### src/rtl/round_key_bank_if.sv
// Capture and read-port signal bundle between the key schedule, round datapath and the round-key bank.
interface round_key_bank_if #(
  parameter int unsigned KEY_W = 128
);
  logic             ks_valid;
  logic [3:0]       ks_round;
  logic [KEY_W-1:0] omega_key;
  logic             clear;
  logic             keys_ready;
  logic             rd_en;
  logic [3:0]       rd_round;
  logic             rd_dec;
  logic [KEY_W-1:0] rd_key;
  logic             rd_valid;
  logic             err;

  modport master (
    output ks_valid, ks_round, omega_key, clear, rd_en, rd_round, rd_dec,
    input  keys_ready, rd_key, rd_valid, err
  );

  modport slave (
    input  ks_valid, ks_round, omega_key, clear, rd_en, rd_round, rd_dec,
    output keys_ready, rd_key, rd_valid, err
  );
endinterface

### src/rtl/round_key_bank.sv
// Captures omega's extracted round keys into a ROUNDS+1 entry bank and serves them
// in encryption or reversed (decryption) order through a registered read port.
module round_key_bank #(
  parameter int unsigned ROUNDS    = 12,
  parameter int unsigned OMEGA_LAT = 1,
  parameter int unsigned KEY_W     = 128
) (
  input  logic             clk,
  input  logic             rst_n,
  round_key_bank_if.slave  bus
);
  localparam int unsigned RW    = 4;
  localparam int unsigned NKEYS = ROUNDS + 1;

  logic [KEY_W-1:0] r_bank [NKEYS];
  logic [NKEYS-1:0] r_mask;
  logic             r_pv   [OMEGA_LAT];
  logic [RW-1:0]    r_pr   [OMEGA_LAT];
  logic             r_keys_ready;
  logic             r_rd_valid;
  logic [KEY_W-1:0] r_rd_key;
  logic             r_err;

  logic             w_wr_v;
  logic [RW-1:0]    w_wr_round;
  logic             w_wr_in_range;
  logic             w_wr_en;
  logic             w_wr_dup;
  logic             w_wr_bad;
  logic             w_rd_legal;
  logic             w_rd_illegal;
  logic [RW-1:0]    w_rd_addr;
  logic [NKEYS-1:0] w_mask_nxt;

  assign w_wr_v        = r_pv[OMEGA_LAT-1];
  assign w_wr_round    = r_pr[OMEGA_LAT-1];
  assign w_wr_in_range = (w_wr_round <= RW'(ROUNDS));
  assign w_wr_en       = w_wr_v && w_wr_in_range && !bus.clear;
  assign w_wr_dup      = w_wr_en && (w_wr_round != '0) && r_mask[w_wr_round];
  assign w_wr_bad      = w_wr_v && !w_wr_in_range;

  assign w_rd_legal    = bus.rd_en && r_keys_ready && (bus.rd_round <= RW'(ROUNDS));
  assign w_rd_illegal  = bus.rd_en && !w_rd_legal;
  assign w_rd_addr     = bus.rd_dec ? (RW'(ROUNDS) - bus.rd_round) : bus.rd_round;

  // A round-0 write restarts the schedule, so the mask collapses to just bit 0.
  always_comb begin
    w_mask_nxt = r_mask;
    if (bus.clear) begin
      w_mask_nxt = '0;
    end else if (w_wr_en) begin
      if (w_wr_round == '0) begin
        w_mask_nxt = NKEYS'(1);
      end else begin
        w_mask_nxt[w_wr_round] = 1'b1;
      end
    end
  end

  // Delay ks_valid/ks_round to line up with omega's extract_key latency.
  always_ff @(posedge clk or negedge rst_n) begin
    if (!rst_n) begin
      for (int i = 0; i < int'(OMEGA_LAT); i++) begin
        r_pv[i] <= 1'b0;
        r_pr[i] <= '0;
      end
    end else begin
      r_pv[0] <= bus.ks_valid && !bus.clear;
      r_pr[0] <= bus.ks_round;
      for (int i = 1; i < int'(OMEGA_LAT); i++) begin
        r_pv[i] <= r_pv[i-1] && !bus.clear;
        r_pr[i] <= r_pr[i-1];
      end
    end
  end

  // Key storage is deliberately left unreset.
  always_ff @(posedge clk) begin
    if (w_wr_en) begin
      r_bank[w_wr_round] <= bus.omega_key;
    end
  end

  always_ff @(posedge clk or negedge rst_n) begin
    if (!rst_n) begin
      r_mask       <= '0;
      r_keys_ready <= 1'b0;
      r_rd_valid   <= 1'b0;
      r_rd_key     <= '0;
      r_err        <= 1'b0;
    end else begin
      r_mask <= w_mask_nxt;
      if (bus.clear) begin
        r_keys_ready <= 1'b0;
        r_rd_valid   <= 1'b0;
        r_err        <= 1'b0;
      end else begin
        r_keys_ready <= &r_mask;
        r_rd_valid   <= w_rd_legal;
        if (w_rd_legal) begin
          r_rd_key <= r_bank[w_rd_addr];
        end
        if (w_wr_dup || w_wr_bad || w_rd_illegal) begin
          r_err <= 1'b1;
        end
      end
    end
  end

  assign bus.keys_ready = r_keys_ready;
  assign bus.rd_valid   = r_rd_valid;
  assign bus.rd_key     = r_rd_key;
  assign bus.err        = r_err;
endmodule
### src/flat_wrapper.sv
// flat-port wrapper written by rule: the top's interface ports become plain ports
module round_key_bank_flat 
#(
  parameter int unsigned ROUNDS    = 12,
  parameter int unsigned OMEGA_LAT = 1,
  parameter int unsigned KEY_W     = 128
)
  (clk, rst_n, bus_ks_valid, bus_ks_round, bus_omega_key, bus_clear, bus_rd_en, bus_rd_round, bus_rd_dec, bus_keys_ready, bus_rd_key, bus_rd_valid, bus_err);
  round_key_bank_if #(.KEY_W(KEY_W)) bus_i ();
  input  logic clk;
  input  logic rst_n;
  input wire logic [$bits(bus_i.ks_valid)-1:0] bus_ks_valid;
  input wire logic [$bits(bus_i.ks_round)-1:0] bus_ks_round;
  input wire logic [$bits(bus_i.omega_key)-1:0] bus_omega_key;
  input wire logic [$bits(bus_i.clear)-1:0] bus_clear;
  input wire logic [$bits(bus_i.rd_en)-1:0] bus_rd_en;
  input wire logic [$bits(bus_i.rd_round)-1:0] bus_rd_round;
  input wire logic [$bits(bus_i.rd_dec)-1:0] bus_rd_dec;
  output wire logic [$bits(bus_i.keys_ready)-1:0] bus_keys_ready;
  output wire logic [$bits(bus_i.rd_key)-1:0] bus_rd_key;
  output wire logic [$bits(bus_i.rd_valid)-1:0] bus_rd_valid;
  output wire logic [$bits(bus_i.err)-1:0] bus_err;
  assign bus_i.ks_valid = bus_ks_valid;
  assign bus_i.ks_round = bus_ks_round;
  assign bus_i.omega_key = bus_omega_key;
  assign bus_i.clear = bus_clear;
  assign bus_i.rd_en = bus_rd_en;
  assign bus_i.rd_round = bus_rd_round;
  assign bus_i.rd_dec = bus_rd_dec;
  assign bus_keys_ready = bus_i.keys_ready;
  assign bus_rd_key = bus_i.rd_key;
  assign bus_rd_valid = bus_i.rd_valid;
  assign bus_err = bus_i.err;
  round_key_bank #(.ROUNDS(ROUNDS), .OMEGA_LAT(OMEGA_LAT), .KEY_W(KEY_W)) u_core (.clk(clk), .rst_n(rst_n), .bus(bus_i));
endmodule
### config.mk
export PLATFORM = sky130hd
export DESIGN_NAME = round_key_bank_flat
export DESIGN_NICKNAME = d
export VERILOG_FILES = /design/src/rtl/round_key_bank_if.sv /design/src/rtl/round_key_bank.sv /design/src/flat_wrapper.sv
export SDC_FILE = /design/constraint.sdc
export NUM_CORES = 2
export LEC_CHECK = 0
export CORE_MARGIN = 8
export CORE_UTILIZATION = 65
export DETAILED_ROUTE_END_ITERATION = 8
export HOLD_SLACK_MARGIN = 0.06
export PLACE_DENSITY = 0.84
export REMOVE_ABC_BUFFERS = 1
export SLEW_MARGIN = 0
export SYNTH_ARGS = -nofsm -noshare
export SYNTH_HDL_FRONTEND = slang
export SYNTH_SLANG_ARGS = --single-unit
### constraint.sdc
create_clock -name clk -period 11.2 [get_ports clk]
set_input_delay 1.68 -clock clk [delete_from_list [all_inputs] [get_ports clk]]
set_output_delay 1.68 -clock clk [all_outputs]
set_load 0.05 [all_outputs]
==> summary.md <==
| Metric | Value |
|---|---|
| Critical R2R Capture | `u_core.r_bank[3][15]` |
| Reg2reg path depth | `5` |
| MaxCap Viol Count | `0` |
| Critical-path cell list | `buf_8 > inv_1 > ha_1 > mux2_8 > buf_4 > buf_4 > mux4_2 > nor2_1 > nor2_1 > o221a_2` |
| Max incr delay on CP | `about 0.77 ns` |
| Top-area cell type share of the netlist area | `0.7327` |
| Post-synthesis sequential area ratio | `0.7874` |
| Clk_skew | `approximately 0.024 ns` |
| CP endpoint kind | `flip-flop` |
| RSZ-0062 raised after global routing | `no` |
| Initial antenna violation count | `24` |
| Maximum root-to-sink buffer count | `3` |
| # port buffers | `about 270` |
| Overflow after GRT | `0` |
| First-pass GRT wire length | `247.3 mm` |
| Part of the cycle the worst path needs | `0.4689` |
| Top Ports | `approximately 270` |
| Hold Vio Cnt, Final | `0` |
| Ys Warns | `0` |
| Non-Filler Instances | `roughly 5200` |
| TritonRoute pass-1 iters | `5` |
| Synthesized cell area | `slightly below 70000 µm²` |
| Total GRT Usage | `0.2913` |
| Num CTS Buffers | `~170` |
| Yosys cell types | `36` |
| Hold buffers post-CTS | `0` |
| Final Max Tran Viols | `0` |
| Largest net degree at the start of global routing | `around 150` |
| Setup Fix Bufs, Post-CTS | `0` |
| Final hold slack | `0.5285 ns` |
| Internal | `10.98 mW` |
| Crit Path Max Fanout | `71` |
| DP Wirelength | `a little under 80 mm` |
| Crit path depth | `10` |
| Main area contributors after synthesis | `edfxtp_1 (73%), mux4_2 (13%), dfrtp_1 (5.5%)` |
| Main flop type after synthesis | `edfxtp_1` |
| CTS tree | `yes` |
| Crit path DAT | `around 5.9 ns` |
| Die span in y | `339.9 µm` |
| Post-synth top area cell | `edfxtp_1` |
| Site Rows | `around 120` |
| Most frequent cell after synthesis | `edfxtp_1` |
| Share of layout cells above drive strength 1 | `0.2199` |
| Status | `finished clean` |
| Initial Util | `0.6515` |
| Post-synth EDFFs | `1664` |
| Worst slew pin tran | `around 1.2 ns` |
| Leakage power | `roughly 25 nW` |
| Reg2reg start | `u_core.r_pv` |
| Clk Latency, worst-skew pair | `0.79 ns` |
| Syn Area/Cell | `between 20 and 25 µm²` |
| Switching power | `a little under 3 mW` |
| Hold Path Depth | `1` |
| Cells after Synth | `around 3400` |
| DR vias/cell | `a little under 7` |
| Worst setup SP type | `primary input` |
| Fin util | `0.7464` |
| Hold/Removal Path Class | `reg -> reg` |
| Max transition margin | `0.1817` |
| Synth cell count leaders | `edfxtp_1 (1664), nor2_1 (399), mux4_2 (387), nand2_1 (261), dfrtp_1 (149)` |
| Routed len/inst | `between 30 and 40 µm` |
| Post-CTS sizing | `0` |
| Power per cell area | `178.1 nW/µm²` |
| Drt drc | `0` |
| Vias | `35860` |
| Width of the chip | `between 300 and 400 µm` |
| Antenna-violating nets left | `0` |
| CP Data Required Time | `between 10 and 15 ns` |
| CP delay by family, top | `buffers and inverters` |
| Full die area | `~120000 µm²` |
| Clk pin slew, worst setup/hold paths | `about 0.060 ns` |
| Core footprint | `approximately 100000 µm²` |
| Part of the power in combinational logic | `0.049` |
| Min cycle time layout | `about 5.3 ns` |
| Flop pwr share | `0.534` |
| Ys async rst share | `0.08218` |
| Worst Hold Launch | `u_core.r_mask[5]` |
| Fmax | `approximately 0.19 GHz` |
| H-tree lvl count | `4` |
| Area Growth Syn to Fin | `14.55%` |
| CP bufs+invs | `4` |
| Initial DRC count | `about 5000` |
| Placed insts | `a little under 5000` |
| TritonCTS Sinks | `approximately 1800` |
| Hold EP | `u_core.r_mask[5]` |
| Net count reported at finish | `3807` |
| Critical Setup Path Class | `in -> reg` |
| Final WL | `about 170 mm` |
| Gpl congestion | `0.7327` |
| Vias in the first global route | `around 37000` |
| Root buf cell | `clkbuf_16` |
| Clock power frac | `0.418` |
| Sw Ratio | `0.2108` |
| #FFs+latches synth | `approximately 1800` |
| Flop2flop setup slack | `around 7.5 ns` |
| Slowest-stage cell, CP | `buf_4` |
| Final setup vio count | `0` |
| Peak supply drop | `around 0.15 mV` |
## placed cells by master (no fill, tap or decap), types with 3 or more instances in the layout
master	n
nand4_1	3
nor2_4	12
nand3_1	129
buf_4	44
o21a_1	13
clkinv_2	24
inv_6	6
o221a_2	128
nand3b_1	3
edfxtp_1	1664
nor2_1	387
nand2b_1	3
clkdlybuf4s50_1	270
inv_1	3
inv_16	4
clkbuf_16	174
clkinv_8	3
bufinv_16	13
dfrtp_1	149
mux4_2	387
diode_2	20
buf_12	10
clkbuf_1	64
clkbuf_8	16
clkinv_1	10
nand2_1	261
clkinvlp_4	4
## final cells by class
class / count / area, µm²
fill: 5361 / 26550
clock buffer: 253 / 4801
multi-input combinational: 1348 / 13770
inverter: 4 / 15.01
timing repair buffer: 326 / 3262
antenna: 20 / 50.05
tap: 1391 / 1740
clock inverter: 66 / 784.5
sequential: 1813 / 53700
## registers in the layout, indices dropped and copies added, names as in the netlist
signal / flops
u_core.bus.rd_valid: 1
u_core.bus.err: 1
u_core.bus.keys_ready: 1
u_core.r_pr: 4
u_core.r_pv: 1
u_core.r_mask: 13
u_core.r_bank: 1664
u_core.bus.rd_key: 128
## worst max path at each step
stage / from / endpoint / slack (ns)
detailed placement: bus_rd_round[0] / u_core.bus.rd_key[108] / 5.26
floorplan: bus_rd_round[0] / u_core.bus.rd_key[52] / -4.18
CTS: bus_rd_round[0] / u_core.bus.rd_key[67] / 6.00
global placement: bus_rd_round[0] / u_core.bus.rd_key[108] / 5.31
finish: bus_rd_round[0] / u_core.bus.rd_key[67] / 5.95
global route: bus_rd_round[0] / u_core.bus.rd_key[42] / 5.80
## per-stage QoR
step           TNS [ns]  setup WS (ns)  power (mW)  cell area [µm²]
2_1_floorplan   -529.80         -4.179       8.061            67330
3_3_place_gp          0          5.312       8.204            72490
3_5_place_dp          0          5.261       8.226            72490
4_1_cts               0          6.005       13.93            78070
5_1_grt               0          5.803       14.24            78110
6_report              0          5.948       13.91            78120
## routing by layer
layer  share of wire  vias up  GRT usage  wire, µm
met5         0.00036        -          0        62
met3            0.10      399    0.05700     17990
met2            0.51     2775     0.4788     86990
met1            0.35    18550     0.3872     60620
met4           0.034       10     0.1234      5810
li1                -    14130          -         -
## power by group through the flow
stage / Sequential, mW / Combinational, mW / Clock [mW]
detailed placement: 7.57 / 0.658 / 0
global placement: 7.57 / 0.639 / 0
global route: 7.42 / 0.722 / 6.09
finish: 7.43 / 0.676 / 5.81
floorplan: 7.57 / 0.490 / 0
CTS: 7.43 / 0.675 / 5.83
## logic make-up after synthesis
kind of cell / count (synthesis) / synth area share
fa+ha+maj: 1 / 0.0001834
flops: 1813 / 0.7874
compound gates: 149 / 0.02363
simple gates: 807 / 0.04754
xor+xnor: 2 / 0.0002569
buf+inv: 191 / 0.01290
mux: 389 / 0.1281
(Power assumes the default switching activity.)
